`src/rtl/ctrl_pipeline_pkg.sv`:
```
// Shared types and encodings for the control pipeline: ALUop codes,
// forwarding selects and the per-stage control bundle.
package ctrl_pkg;

  localparam logic [1:0] ALUOP_IMM = 2'b00;
  localparam logic [1:0] ALUOP_MEM = 2'b01;
  localparam logic [1:0] ALUOP_R   = 2'b10;
  localparam logic [1:0] ALUOP_BR  = 2'b11;

  localparam logic [1:0] FWD_RF    = 2'b00;
  localparam logic [1:0] FWD_EXMEM = 2'b10;
  localparam logic [1:0] FWD_MEMWB = 2'b01;

  // Control bits carried from ID down to WB. Register addresses are kept
  // beside the bundle because their width is a module parameter.
  typedef struct packed {
    logic [1:0] alu_op;
    logic       alu_src;
    logic       branch;
    logic       mem_read;
    logic       mem_write;
    logic       reg_write;
    logic       mem_to_reg;
  } ctrl_bundle_t;

  localparam ctrl_bundle_t BUBBLE = '0;

endpackage

```
`src/rtl/ctrl_pipeline_if.sv`:
```
// Decoder-side inputs and datapath-side outputs of the control pipeline.
interface ctrl_pipeline_if #(
  parameter int REG_ADDR_W  = 5,
  parameter int STALL_CNT_W = 16
);
  logic                   id_valid;
  logic [1:0]             id_alu_op;
  logic                   id_alu_src;
  logic                   id_branch;
  logic                   id_mem_read;
  logic                   id_mem_write;
  logic                   id_reg_write;
  logic                   id_mem_to_reg;
  logic [REG_ADDR_W-1:0]  id_rs1;
  logic [REG_ADDR_W-1:0]  id_rs2;
  logic [REG_ADDR_W-1:0]  id_rd;
  logic                   branch_taken;

  logic [1:0]             ex_alu_op;
  logic                   ex_alu_src;
  logic                   ex_branch;
  logic                   mem_mem_read;
  logic                   mem_mem_write;
  logic                   wb_reg_write;
  logic                   wb_mem_to_reg;
  logic [REG_ADDR_W-1:0]  wb_rd;
  logic [1:0]             forward_a;
  logic [1:0]             forward_b;
  logic                   stall;
  logic                   flush;
  logic [STALL_CNT_W-1:0] stall_count;

  modport master (
    output id_valid, id_alu_op, id_alu_src, id_branch, id_mem_read, id_mem_write,
           id_reg_write, id_mem_to_reg, id_rs1, id_rs2, id_rd, branch_taken,
    input  ex_alu_op, ex_alu_src, ex_branch, mem_mem_read, mem_mem_write,
           wb_reg_write, wb_mem_to_reg, wb_rd, forward_a, forward_b, stall, flush,
           stall_count
  );

  modport slave (
    input  id_valid, id_alu_op, id_alu_src, id_branch, id_mem_read, id_mem_write,
           id_reg_write, id_mem_to_reg, id_rs1, id_rs2, id_rd, branch_taken,
    output ex_alu_op, ex_alu_src, ex_branch, mem_mem_read, mem_mem_write,
           wb_reg_write, wb_mem_to_reg, wb_rd, forward_a, forward_b, stall, flush,
           stall_count
  );
endinterface

```
`src/rtl/ctrl_pipeline_hazard_forward_unit.sv`:
```
// Combinational hazard logic: load-use stall, branch flush and EX operand
// forwarding selects.
module hazard_forward_unit
  import ctrl_pkg::*;
#(
  parameter int REG_ADDR_W = 5
) (
  input  logic                  id_valid,
  input  logic [REG_ADDR_W-1:0] id_rs1,
  input  logic [REG_ADDR_W-1:0] id_rs2,
  input  logic                  ex_mem_read,
  input  logic                  ex_branch,
  input  logic [REG_ADDR_W-1:0] ex_rd,
  input  logic [REG_ADDR_W-1:0] ex_rs1,
  input  logic [REG_ADDR_W-1:0] ex_rs2,
  input  logic                  branch_taken,
  input  logic                  mem_reg_write,
  input  logic [REG_ADDR_W-1:0] mem_rd,
  input  logic                  wb_reg_write,
  input  logic [REG_ADDR_W-1:0] wb_rd,
  output logic                  stall,
  output logic                  flush,
  output logic [1:0]            forward_a,
  output logic [1:0]            forward_b
);

  // Nearest producer wins; x0 is hardwired zero so it never forwards.
  function automatic logic [1:0] fwd_sel(input logic [REG_ADDR_W-1:0] rs);
    if (mem_reg_write && mem_rd != '0 && mem_rd == rs) return FWD_EXMEM;
    if (wb_reg_write && wb_rd != '0 && wb_rd == rs)    return FWD_MEMWB;
    return FWD_RF;
  endfunction

  logic load_use;

  // Flush squashes the ID instruction anyway, so it masks any stall.
  always_comb begin
    flush     = branch_taken & ex_branch;
    load_use  = ex_mem_read && ex_rd != '0 && id_valid &&
                (ex_rd == id_rs1 || ex_rd == id_rs2);
    stall     = load_use & ~flush;
    forward_a = fwd_sel(ex_rs1);
    forward_b = fwd_sel(ex_rs2);
  end

endmodule

```
`src/rtl/ctrl_pipeline.sv`:
```
// ID/EX, EX/MEM and MEM/WB control registers with load-use stall, branch
// flush, forwarding selects and a saturating stall counter.
module ctrl_pipeline
  import ctrl_pkg::*;
#(
  parameter int REG_ADDR_W  = 5,
  parameter int STALL_CNT_W = 16
) (
  input  logic          clk,
  input  logic          reset,
  ctrl_pipeline_if.slave bus
);

  ctrl_bundle_t           ex_ctrl_q, ex_ctrl_d;
  ctrl_bundle_t           mem_ctrl_q, mem_ctrl_d;
  ctrl_bundle_t           wb_ctrl_q, wb_ctrl_d;
  logic [REG_ADDR_W-1:0]  ex_rd_q, ex_rd_d, ex_rs1_q, ex_rs1_d, ex_rs2_q, ex_rs2_d;
  logic [REG_ADDR_W-1:0]  mem_rd_q, mem_rd_d, wb_rd_q, wb_rd_d;
  logic [STALL_CNT_W-1:0] stall_count_q, stall_count_d;
  ctrl_bundle_t           id_ctrl;
  logic                   stall, flush;

  hazard_forward_unit #(.REG_ADDR_W(REG_ADDR_W)) u_hfu (
    .id_valid      (bus.id_valid),
    .id_rs1        (bus.id_rs1),
    .id_rs2        (bus.id_rs2),
    .ex_mem_read   (ex_ctrl_q.mem_read),
    .ex_branch     (ex_ctrl_q.branch),
    .ex_rd         (ex_rd_q),
    .ex_rs1        (ex_rs1_q),
    .ex_rs2        (ex_rs2_q),
    .branch_taken  (bus.branch_taken),
    .mem_reg_write (mem_ctrl_q.reg_write),
    .mem_rd        (mem_rd_q),
    .wb_reg_write  (wb_ctrl_q.reg_write),
    .wb_rd         (wb_rd_q),
    .stall         (stall),
    .flush         (flush),
    .forward_a     (bus.forward_a),
    .forward_b     (bus.forward_b)
  );

  // Decoder may leave MemToReg undefined when RegWrite=0; gating with RegWrite
  // keeps a clean 0 in the pipe.
  always_comb begin
    id_ctrl = '{alu_op:     bus.id_alu_op,
                alu_src:    bus.id_alu_src,
                branch:     bus.id_branch,
                mem_read:   bus.id_mem_read,
                mem_write:  bus.id_mem_write,
                reg_write:  bus.id_reg_write,
                mem_to_reg: bus.id_mem_to_reg & bus.id_reg_write};
  end

  // Next-state for all stages: flush/stall/invalid inject a bubble into EX,
  // later stages always advance; counter saturates at all-ones.
  always_comb begin
    ex_ctrl_d  = BUBBLE;
    ex_rd_d    = '0;
    ex_rs1_d   = '0;
    ex_rs2_d   = '0;
    if (!flush && !stall && bus.id_valid) begin
      ex_ctrl_d = id_ctrl;
      ex_rd_d   = bus.id_rd;
      ex_rs1_d  = bus.id_rs1;
      ex_rs2_d  = bus.id_rs2;
    end
    mem_ctrl_d    = ex_ctrl_q;
    mem_rd_d      = ex_rd_q;
    wb_ctrl_d     = mem_ctrl_q;
    wb_rd_d       = mem_rd_q;
    stall_count_d = stall_count_q;
    if (stall && stall_count_q != '1)
      stall_count_d = stall_count_q + STALL_CNT_W'(1);
  end

  // Stage registers; reset clears every in-flight bundle at once.
  always_ff @(posedge clk or posedge reset) begin
    if (reset) begin
      ex_ctrl_q     <= BUBBLE;
      ex_rd_q       <= '0;
      ex_rs1_q      <= '0;
      ex_rs2_q      <= '0;
      mem_ctrl_q    <= BUBBLE;
      mem_rd_q      <= '0;
      wb_ctrl_q     <= BUBBLE;
      wb_rd_q       <= '0;
      stall_count_q <= '0;
    end else begin
      ex_ctrl_q     <= ex_ctrl_d;
      ex_rd_q       <= ex_rd_d;
      ex_rs1_q      <= ex_rs1_d;
      ex_rs2_q      <= ex_rs2_d;
      mem_ctrl_q    <= mem_ctrl_d;
      mem_rd_q      <= mem_rd_d;
      wb_ctrl_q     <= wb_ctrl_d;
      wb_rd_q       <= wb_rd_d;
      stall_count_q <= stall_count_d;
    end
  end

  assign bus.ex_alu_op     = ex_ctrl_q.alu_op;
  assign bus.ex_alu_src    = ex_ctrl_q.alu_src;
  assign bus.ex_branch     = ex_ctrl_q.branch;
  assign bus.mem_mem_read  = mem_ctrl_q.mem_read;
  assign bus.mem_mem_write = mem_ctrl_q.mem_write;
  assign bus.wb_reg_write  = wb_ctrl_q.reg_write;
  assign bus.wb_mem_to_reg = wb_ctrl_q.mem_to_reg;
  assign bus.wb_rd         = wb_rd_q;
  assign bus.stall         = stall;
  assign bus.flush         = flush;
  assign bus.stall_count   = stall_count_q;

endmodule

```
`src/flat_wrapper.sv`:
```
// flat-port wrapper written by rule: the top's interface ports become plain ports
module ctrl_pipeline_flat import ctrl_pkg::*;
#(
  parameter int REG_ADDR_W  = 5,
  parameter int STALL_CNT_W = 16
)
  (clk, reset, bus_id_valid, bus_id_alu_op, bus_id_alu_src, bus_id_branch, bus_id_mem_read, bus_id_mem_write, bus_id_reg_write, bus_id_mem_to_reg, bus_id_rs1, bus_id_rs2, bus_id_rd, bus_branch_taken, bus_ex_alu_op, bus_ex_alu_src, bus_ex_branch, bus_mem_mem_read, bus_mem_mem_write, bus_wb_reg_write, bus_wb_mem_to_reg, bus_wb_rd, bus_forward_a, bus_forward_b, bus_stall, bus_flush, bus_stall_count);
  ctrl_pipeline_if #(.REG_ADDR_W(REG_ADDR_W), .STALL_CNT_W(STALL_CNT_W)) bus_i ();
  input  logic clk;
  input  logic reset;
  input wire logic [$bits(bus_i.id_valid)-1:0] bus_id_valid;
  input wire logic [$bits(bus_i.id_alu_op)-1:0] bus_id_alu_op;
  input wire logic [$bits(bus_i.id_alu_src)-1:0] bus_id_alu_src;
  input wire logic [$bits(bus_i.id_branch)-1:0] bus_id_branch;
  input wire logic [$bits(bus_i.id_mem_read)-1:0] bus_id_mem_read;
  input wire logic [$bits(bus_i.id_mem_write)-1:0] bus_id_mem_write;
  input wire logic [$bits(bus_i.id_reg_write)-1:0] bus_id_reg_write;
  input wire logic [$bits(bus_i.id_mem_to_reg)-1:0] bus_id_mem_to_reg;
  input wire logic [$bits(bus_i.id_rs1)-1:0] bus_id_rs1;
  input wire logic [$bits(bus_i.id_rs2)-1:0] bus_id_rs2;
  input wire logic [$bits(bus_i.id_rd)-1:0] bus_id_rd;
  input wire logic [$bits(bus_i.branch_taken)-1:0] bus_branch_taken;
  output wire logic [$bits(bus_i.ex_alu_op)-1:0] bus_ex_alu_op;
  output wire logic [$bits(bus_i.ex_alu_src)-1:0] bus_ex_alu_src;
  output wire logic [$bits(bus_i.ex_branch)-1:0] bus_ex_branch;
  output wire logic [$bits(bus_i.mem_mem_read)-1:0] bus_mem_mem_read;
  output wire logic [$bits(bus_i.mem_mem_write)-1:0] bus_mem_mem_write;
  output wire logic [$bits(bus_i.wb_reg_write)-1:0] bus_wb_reg_write;
  output wire logic [$bits(bus_i.wb_mem_to_reg)-1:0] bus_wb_mem_to_reg;
  output wire logic [$bits(bus_i.wb_rd)-1:0] bus_wb_rd;
  output wire logic [$bits(bus_i.forward_a)-1:0] bus_forward_a;
  output wire logic [$bits(bus_i.forward_b)-1:0] bus_forward_b;
  output wire logic [$bits(bus_i.stall)-1:0] bus_stall;
  output wire logic [$bits(bus_i.flush)-1:0] bus_flush;
  output wire logic [$bits(bus_i.stall_count)-1:0] bus_stall_count;
  assign bus_i.id_valid = bus_id_valid;
  assign bus_i.id_alu_op = bus_id_alu_op;
  assign bus_i.id_alu_src = bus_id_alu_src;
  assign bus_i.id_branch = bus_id_branch;
  assign bus_i.id_mem_read = bus_id_mem_read;
  assign bus_i.id_mem_write = bus_id_mem_write;
  assign bus_i.id_reg_write = bus_id_reg_write;
  assign bus_i.id_mem_to_reg = bus_id_mem_to_reg;
  assign bus_i.id_rs1 = bus_id_rs1;
  assign bus_i.id_rs2 = bus_id_rs2;
  assign bus_i.id_rd = bus_id_rd;
  assign bus_i.branch_taken = bus_branch_taken;
  assign bus_ex_alu_op = bus_i.ex_alu_op;
  assign bus_ex_alu_src = bus_i.ex_alu_src;
  assign bus_ex_branch = bus_i.ex_branch;
  assign bus_mem_mem_read = bus_i.mem_mem_read;
  assign bus_mem_mem_write = bus_i.mem_mem_write;
  assign bus_wb_reg_write = bus_i.wb_reg_write;
  assign bus_wb_mem_to_reg = bus_i.wb_mem_to_reg;
  assign bus_wb_rd = bus_i.wb_rd;
  assign bus_forward_a = bus_i.forward_a;
  assign bus_forward_b = bus_i.forward_b;
  assign bus_stall = bus_i.stall;
  assign bus_flush = bus_i.flush;
  assign bus_stall_count = bus_i.stall_count;
  ctrl_pipeline #(.REG_ADDR_W(REG_ADDR_W), .STALL_CNT_W(STALL_CNT_W)) u_core (.clk(clk), .reset(reset), .bus(bus_i));
endmodule
```
`config.mk`:
```
export PLATFORM = sky130hd
export DESIGN_NAME = ctrl_pipeline_flat
export DESIGN_NICKNAME = d
export VERILOG_FILES = /design/src/rtl/ctrl_pipeline_pkg.sv /design/src/rtl/ctrl_pipeline_if.sv /design/src/rtl/ctrl_pipeline_hazard_forward_unit.sv /design/src/rtl/ctrl_pipeline.sv /design/src/flat_wrapper.sv
export SDC_FILE = /design/constraint.sdc
export NUM_CORES = 1
export LEC_CHECK = 0
export CAP_MARGIN = 20
export CORE_MARGIN = 5
export CORE_UTILIZATION = 54
export CTS_BUF_LIST = sky130_fd_sc_hd__clkbuf_8
export CTS_CLUSTER_SIZE = 14
export DETAILED_ROUTE_END_ITERATION = 12
export PLACE_DENSITY_LB_ADDON = 0.12
export SLEW_MARGIN = 20
export SYNTH_ARGS = -nofsm -noshare
export SYNTH_HDL_FRONTEND = slang
export SYNTH_HIERARCHICAL = 1
export SYNTH_SLANG_ARGS = --single-unit
```
`constraint.sdc`:
```
create_clock -name clk -period 7.9 [get_ports clk]
set_input_delay 1.58 -clock clk [delete_from_list [all_inputs] [get_ports clk]]
set_output_delay 1.58 -clock clk [all_outputs]
set_load 0.02 [all_outputs]
```
# Word level (Yosys, flattened, before mapping)
# Cells that the tools add are included.
[classes]
n_addsub = 1
multipliers = 0
div_mod_pow = 0
magnitude_cmp = 0
n_eq_ne = 7
shift = 0
muxes = 18
bitwise_logic = 4
reduce_logical = 18
[op_table]
columns = ["operator", "count"]
rows = [
  ["$eq A5 B5 Y1", 6],
  ["$add A16 B1 Y16 const B", 1],
  ["$mux W2", 8],
  ["$ne A16 B16 Y1 const B", 1],
  ["$mux W5", 3],
  ["$reduce_bool A5 Y1", 3],
  ["$logic_and A1 B1 Y1", 12],
  ["$mux W8", 1],
  ["$mux W1", 6],
  ["$and A1 B1 Y1", 3],
  ["$logic_not A1 Y1", 2],
  ["$logic_or A1 B1 Y1", 1],
  ["$not A1 Y1", 1],
]
[totals]
register_bits = 55
latch_bits = 0
ram_bits = 0
mem_bits_ro = 0
input_bits = 27
output_inout_bits = 35
word_cells = 67
n_memories = 0

# Longest topological paths before layout
[logic_depth]
ltp_word = 9
mapped_depth = 8
mapped_depth_nobuf = 8

# Hierarchy
# Netlist, hierarchy kept.
[by_module_without_submodules]
columns = ["module", "n_inst", "cells_per_inst", "area_per_inst_um2", "seq_area_each_um2"]
rows = [
  ["ctrl_pipeline", 1, 141, 1973.1, 1376.3],
  ["hazard_forward_unit", 1, 51, 404.1, 0.0],
]

# Least setup slack after synthesis
# Ideal clock, no wire load.
[synth_timing]
path_kind = "input port to output port"
startpoint = "input port bus_id_rs1[2]"
endpoint = "output port bus_stall"
arrival_time_ns = 4.027
required_ns = 6.320
setup_slack_ns = 2.293
stages = 4
path_cell_list = "xor2_1 -> nor3_1 -> nand3_1 -> a2111oi_0"
[synth_between]
elab_chain_len = 4
[synth_rtl]
columns = ["element", "line_no", "source"]
rows = [
  ["start: declaration", "flat_wrapper.sv:19", "input wire logic [$bits(bus_i.id_rs1)-1:0] bus_id_rs1;"],
  ["$eq A5 B5 Y1", "ctrl_pipeline_hazard_forward_unit.sv:40", "(ex_rd == id_rs1 || ex_rd == id_rs2);"],
  ["$logic_or A1 B1 Y1", "ctrl_pipeline_hazard_forward_unit.sv:40", ""],
  ["$logic_and A1 B1 Y1", "ctrl_pipeline_hazard_forward_unit.sv:39", "load_use = ex_mem_read && ex_rd != '0 && id_valid &&"],
  ["$and A1 B1 Y1", "ctrl_pipeline_hazard_forward_unit.sv:41", "stall = load_use & ~flush;"],
  ["end: declaration", "flat_wrapper.sv:33", "output wire logic [$bits(bus_i.stall)-1:0] bus_stall;"],
]
# No other way between the ends.

# Final worst setup path
[layout_timing]
startpoint = "input port bus_id_rs2[1]"
endpoint = "output port bus_stall"
[layout_between]
elab_chain_len = 4
[layout_rtl]
columns = ["element", "line_no", "source"]
rows = [
  ["start: declaration", "flat_wrapper.sv:20", "input wire logic [$bits(bus_i.id_rs2)-1:0] bus_id_rs2;"],
  ["$eq A5 B5 Y1", "ctrl_pipeline_hazard_forward_unit.sv:40", ""],
  ["$logic_or A1 B1 Y1", "ctrl_pipeline_hazard_forward_unit.sv:40", ""],
  ["$logic_and A1 B1 Y1", "ctrl_pipeline_hazard_forward_unit.sv:39", ""],
  ["$and A1 B1 Y1", "ctrl_pipeline_hazard_forward_unit.sv:41", ""],
]
# No other way between the ends.

==> impl_results.md <==
* First-pass GRT wire length at just under 8000 um
* Worst-skew pair later-pin latency at ~0.31 ns
* Post-place setup slack at around 2.6 ns
* Crit path max-delay cell type: clkdlybuf4s50_1
* Worst-Margin Slew at approximately 0.94 ns
* Clock sink count at between 50 and 60
* Yosys cell types at 31
* R2R cell count at 9
* Leakage power at about 1.4 nW
* Fillers at 337
* Clock Path Buffers at 2
* Hold path depth at 0
* Max Transition Viols Final at 0
* Largest net degree at the start of global routing at 33
* Drt wl/cell at 15.12 um
* Post-synth top cells: dfrtp_1 (55), xor2_1 (26), and2_1 (23)
* H-Tree Depth at 2
* CTS clk-pin slew, worst paths at about 0.09 ns
* Final Hold Viols at 0
* Crit-path max FO at 8
* Hold_buf cts at 0
* Die area at 5829 um2
* Drt first pass iters at 4
* Syn Std Cell Area at about 2400 um2
* Initial DRC count at between 70 and 80
* Setup crit end kind: output port
* Vias in the first global route at between 1.5k and 2k
* Status: finished, final reports clean
* GRT Total Usage at roughly 17%
* Tmin final at about 5.3 ns
* Net Count, Synth at 220
* Grt ovf at 0
* Final setup fails at 0
* Flops & latches, synth at between 50 and 60
* Area growth syn-to-layout at 33.84%
* FF+latch area at 1376 um2
* CTS tree: yes
* Switching part of the total at a little under a quarter
* Count of input and output buffers at around 60
* Crit Path Category: in -> out
* Final non-filler cell area at 3182 um2
* Total power at approximately 560 uW
* WP depth at 7
* Setup TNS at 0 ns
* Area of placed instances at around 3000 um2
* Post-CTS Setup Inserts at 0
* Syn_area_per_cell at between 10 and 15 um2
* CTS Root Cell: clkbuf_8
* Final core occ at 73.58%
* Hold WC Path Type: reg -> reg
* Width of the die at 76.35 um
* Synth warnings at 6
* Post-CTS resize count at 0
* Via density per instance at between 5 and 6
* Initial antenna violation count at 0
* RSZ-0062 raised after global routing: no
* Max-cap viol count at 0
* Sequential fraction of the synthesis area at slightly below 60%
* Clk pwr share at 32.7%
* Largest area contributor in the netlist: dfrtp_1
* Max incr delay on CP at ~0.62 ns
* Upper clock frequency limit at 189.9 MHz
* Worst clock skew at a little under 0.008 ns
* Slew Limit Headroom at 37.01%
* Final HPWL DP at roughly 3700 um
* # DRC at 0
* Worst path required time at roughly 6.3 ns
* Top cell family by delay on the critical path: buffers and inverters
* Number of flip-flops in the largest register at 16
* Post-layout nets at between 200 and 300
* CP cell instances: clkdlybuf4s50_1 > xor2_1 > nor3_1 > nand3_1 > a2111oi_2 > buf_4 > clkdlybuf4s50_1
* Global placer's final weighted congestion at roughly 0.82
* Mapped Cells at about 190
* Core region area at 4324 um2
* WL final at roughly 4700 um
* Async S/R FF share, synth at between 90% and 100%
* Reg power frac at between 50% and 60%
* Comb pwr share at approximately an eighth
* Antenna cells at 0
* CP Data Arrival Time at ~3.7 ns
* DRT antenna net count at 0
* Peak VDD IR at around 0.12 mV
* Final Worst Setup Slack at 2.634 ns
* Initial Util at between 50% and 60%
* EDFF count, synth at 0
* Tcrit/Tclk final at 66.66%
* Most numerous cell in the Yosys netlist: dfrtp_1
* Total number of vias at 1637
* Total CTS buffers at 5
* PD cells at between 150 and 200 nW/um2
* Largest cells by area after synthesis: dfrtp_1 (58%), xor2_1 (9.6%), and2_1 (6.1%), xnor2_1 (5.9%), nand4_1 (1.8%)
* WP buf/inv at 3
* Area of the multi-input gates at just under 1000 um2
* # IOs at 62
* Die height at approximately 76 um
* Switching Power at roughly 130 uW
* Proportion of netlist area held by the largest area contributor at 57.89%
* CP Launch Type: primary input
* Layout cells sized above 1 at between 10% and 20%
* Main synth FF type: dfrtp_1
* P_int at roughly 430 uW
* Core Rows at 24
* Most used cell, CP: clkdlybuf4s50_1
==> logic make-up (layout without fill, tap and decap cells) <==
family,Yosys count,in the layout,share of synthesized area (%)
mux,3,3,1.421
flops,55,55,57.89
xor+xnor,42,42,15.47
buf+inv,5,72,1.105
fa+ha+maj,1,1,0.5262
simple gates,79,79,21.11
compound gates,7,7,2.474
==> per-stage QoR <==
step,hold WS (ns),instances
4_1_cts,0.3564,311
6_report,0.3528,311
2_1_floorplan,0.3312,192
5_1_grt,0.3700,311
3_3_place_gp,0.3325,302
3_5_place_dp,0.3380,303
==> layer usage <==
layer	vias up	track usage [%]	wire (um)
met5	-	0	0
met4	0	5.245	63
met3	7	5.556	421
met2	58	25.68	2152
met1	784	22.92	2065
li1	788	-	-
==> worst reg2reg max path: stages (launching register included) <==
cell and delay (ns):
dfrtp_1 0.44, xor2_1 0.18, nor3_1 0.24, nand3_1 0.12, a2111oi_2 0.31, buf_4 0.23, and3_1 0.25, and4_2 0.31
nand4b_1 0.13, xnor2_1 0.15
==> layout make-up <==
cell class | count | area share (%)
inverter | 1 | 0.1180
multi-input combinational | 132 | 30.99
sequential | 55 | 43.26
clock buffer | 5 | 2.163
clock inverter | 3 | 1.376
timing repair buffer | 63 | 20.06
tap | 52 | 2.045
==> path summary, 6_finish.rpt <==
path,from,endpoint,slack (ns)
max in group asynchronous,reset,u_core/ex_rs1_q[4]$_DFF_PP0_,5.74
hold / removal,u_core/mem_ctrl_q[0]$_DFF_PP0_,u_core/bus.wb_mem_to_reg$_DFF_PP0_,0.35
setup / recovery,bus_id_rs2[1],bus_stall,2.63
min in group asynchronous,reset,u_core/bus.stall_count[5]$_DFFE_PP0P_,1.62
hold reg to reg,u_core/mem_ctrl_q[0]$_DFF_PP0_,u_core/bus.wb_mem_to_reg$_DFF_PP0_,0.35
setup reg to reg,u_core/ex_rd_q[1]$_DFF_PP0_,u_core/bus.stall_count[11]$_DFFE_PP0P_,5.43
==> power groups by stage <==
stage | registers, mW | clock network (mW) | logic [mW]
after floorplan | 0.317 | 0 | 0.0310
after global placement | 0.312 | 0 | 0.0690
after detailed placement | 0.313 | 0 | 0.0715
after CTS | 0.308 | 0.189 | 0.0718
after global routing | 0.309 | 0.199 | 0.0768
final | 0.307 | 0.183 | 0.0701
==> layout by cell type (no fill, tap or decap) <==
master           netlist  routed
xor2_1                26      26
ha_1                   1       1
and4_4                 1       1
nand2_1                7       7
nor2_1                 7       7
clkbuf_8               0       5
nand4_1                7       7
clkdlybuf4s50_1        0      61
a21oi_1                1       1
clkinv_2               0       1
a31oi_1                1       1
nand3_4                1       1
o21ai_1                1       1
buf_12                 0       1
nand3_1                7       7
nand2b_1               1       1
mux2_2                 3       3
a2111oi_2              0       1
nor4_1                 2       2
dfrtp_1               55      55
nand4b_1               1       1
buf_4                  2       1
inv_2                  0       1
o311ai_2               1       1
xnor2_1               16      16
clkinv_4               0       1
nor3b_2                0       1
o21ai_2                2       2
and2_1                23      23
nor4_2                 3       3
bufinv_16              0       1
or4_1                  5       5
and4_1                 2       2
and3_1                 4       4
nor3_1                 5       5
and4_2                 2       2
Power figures use the tool's default switching activity.
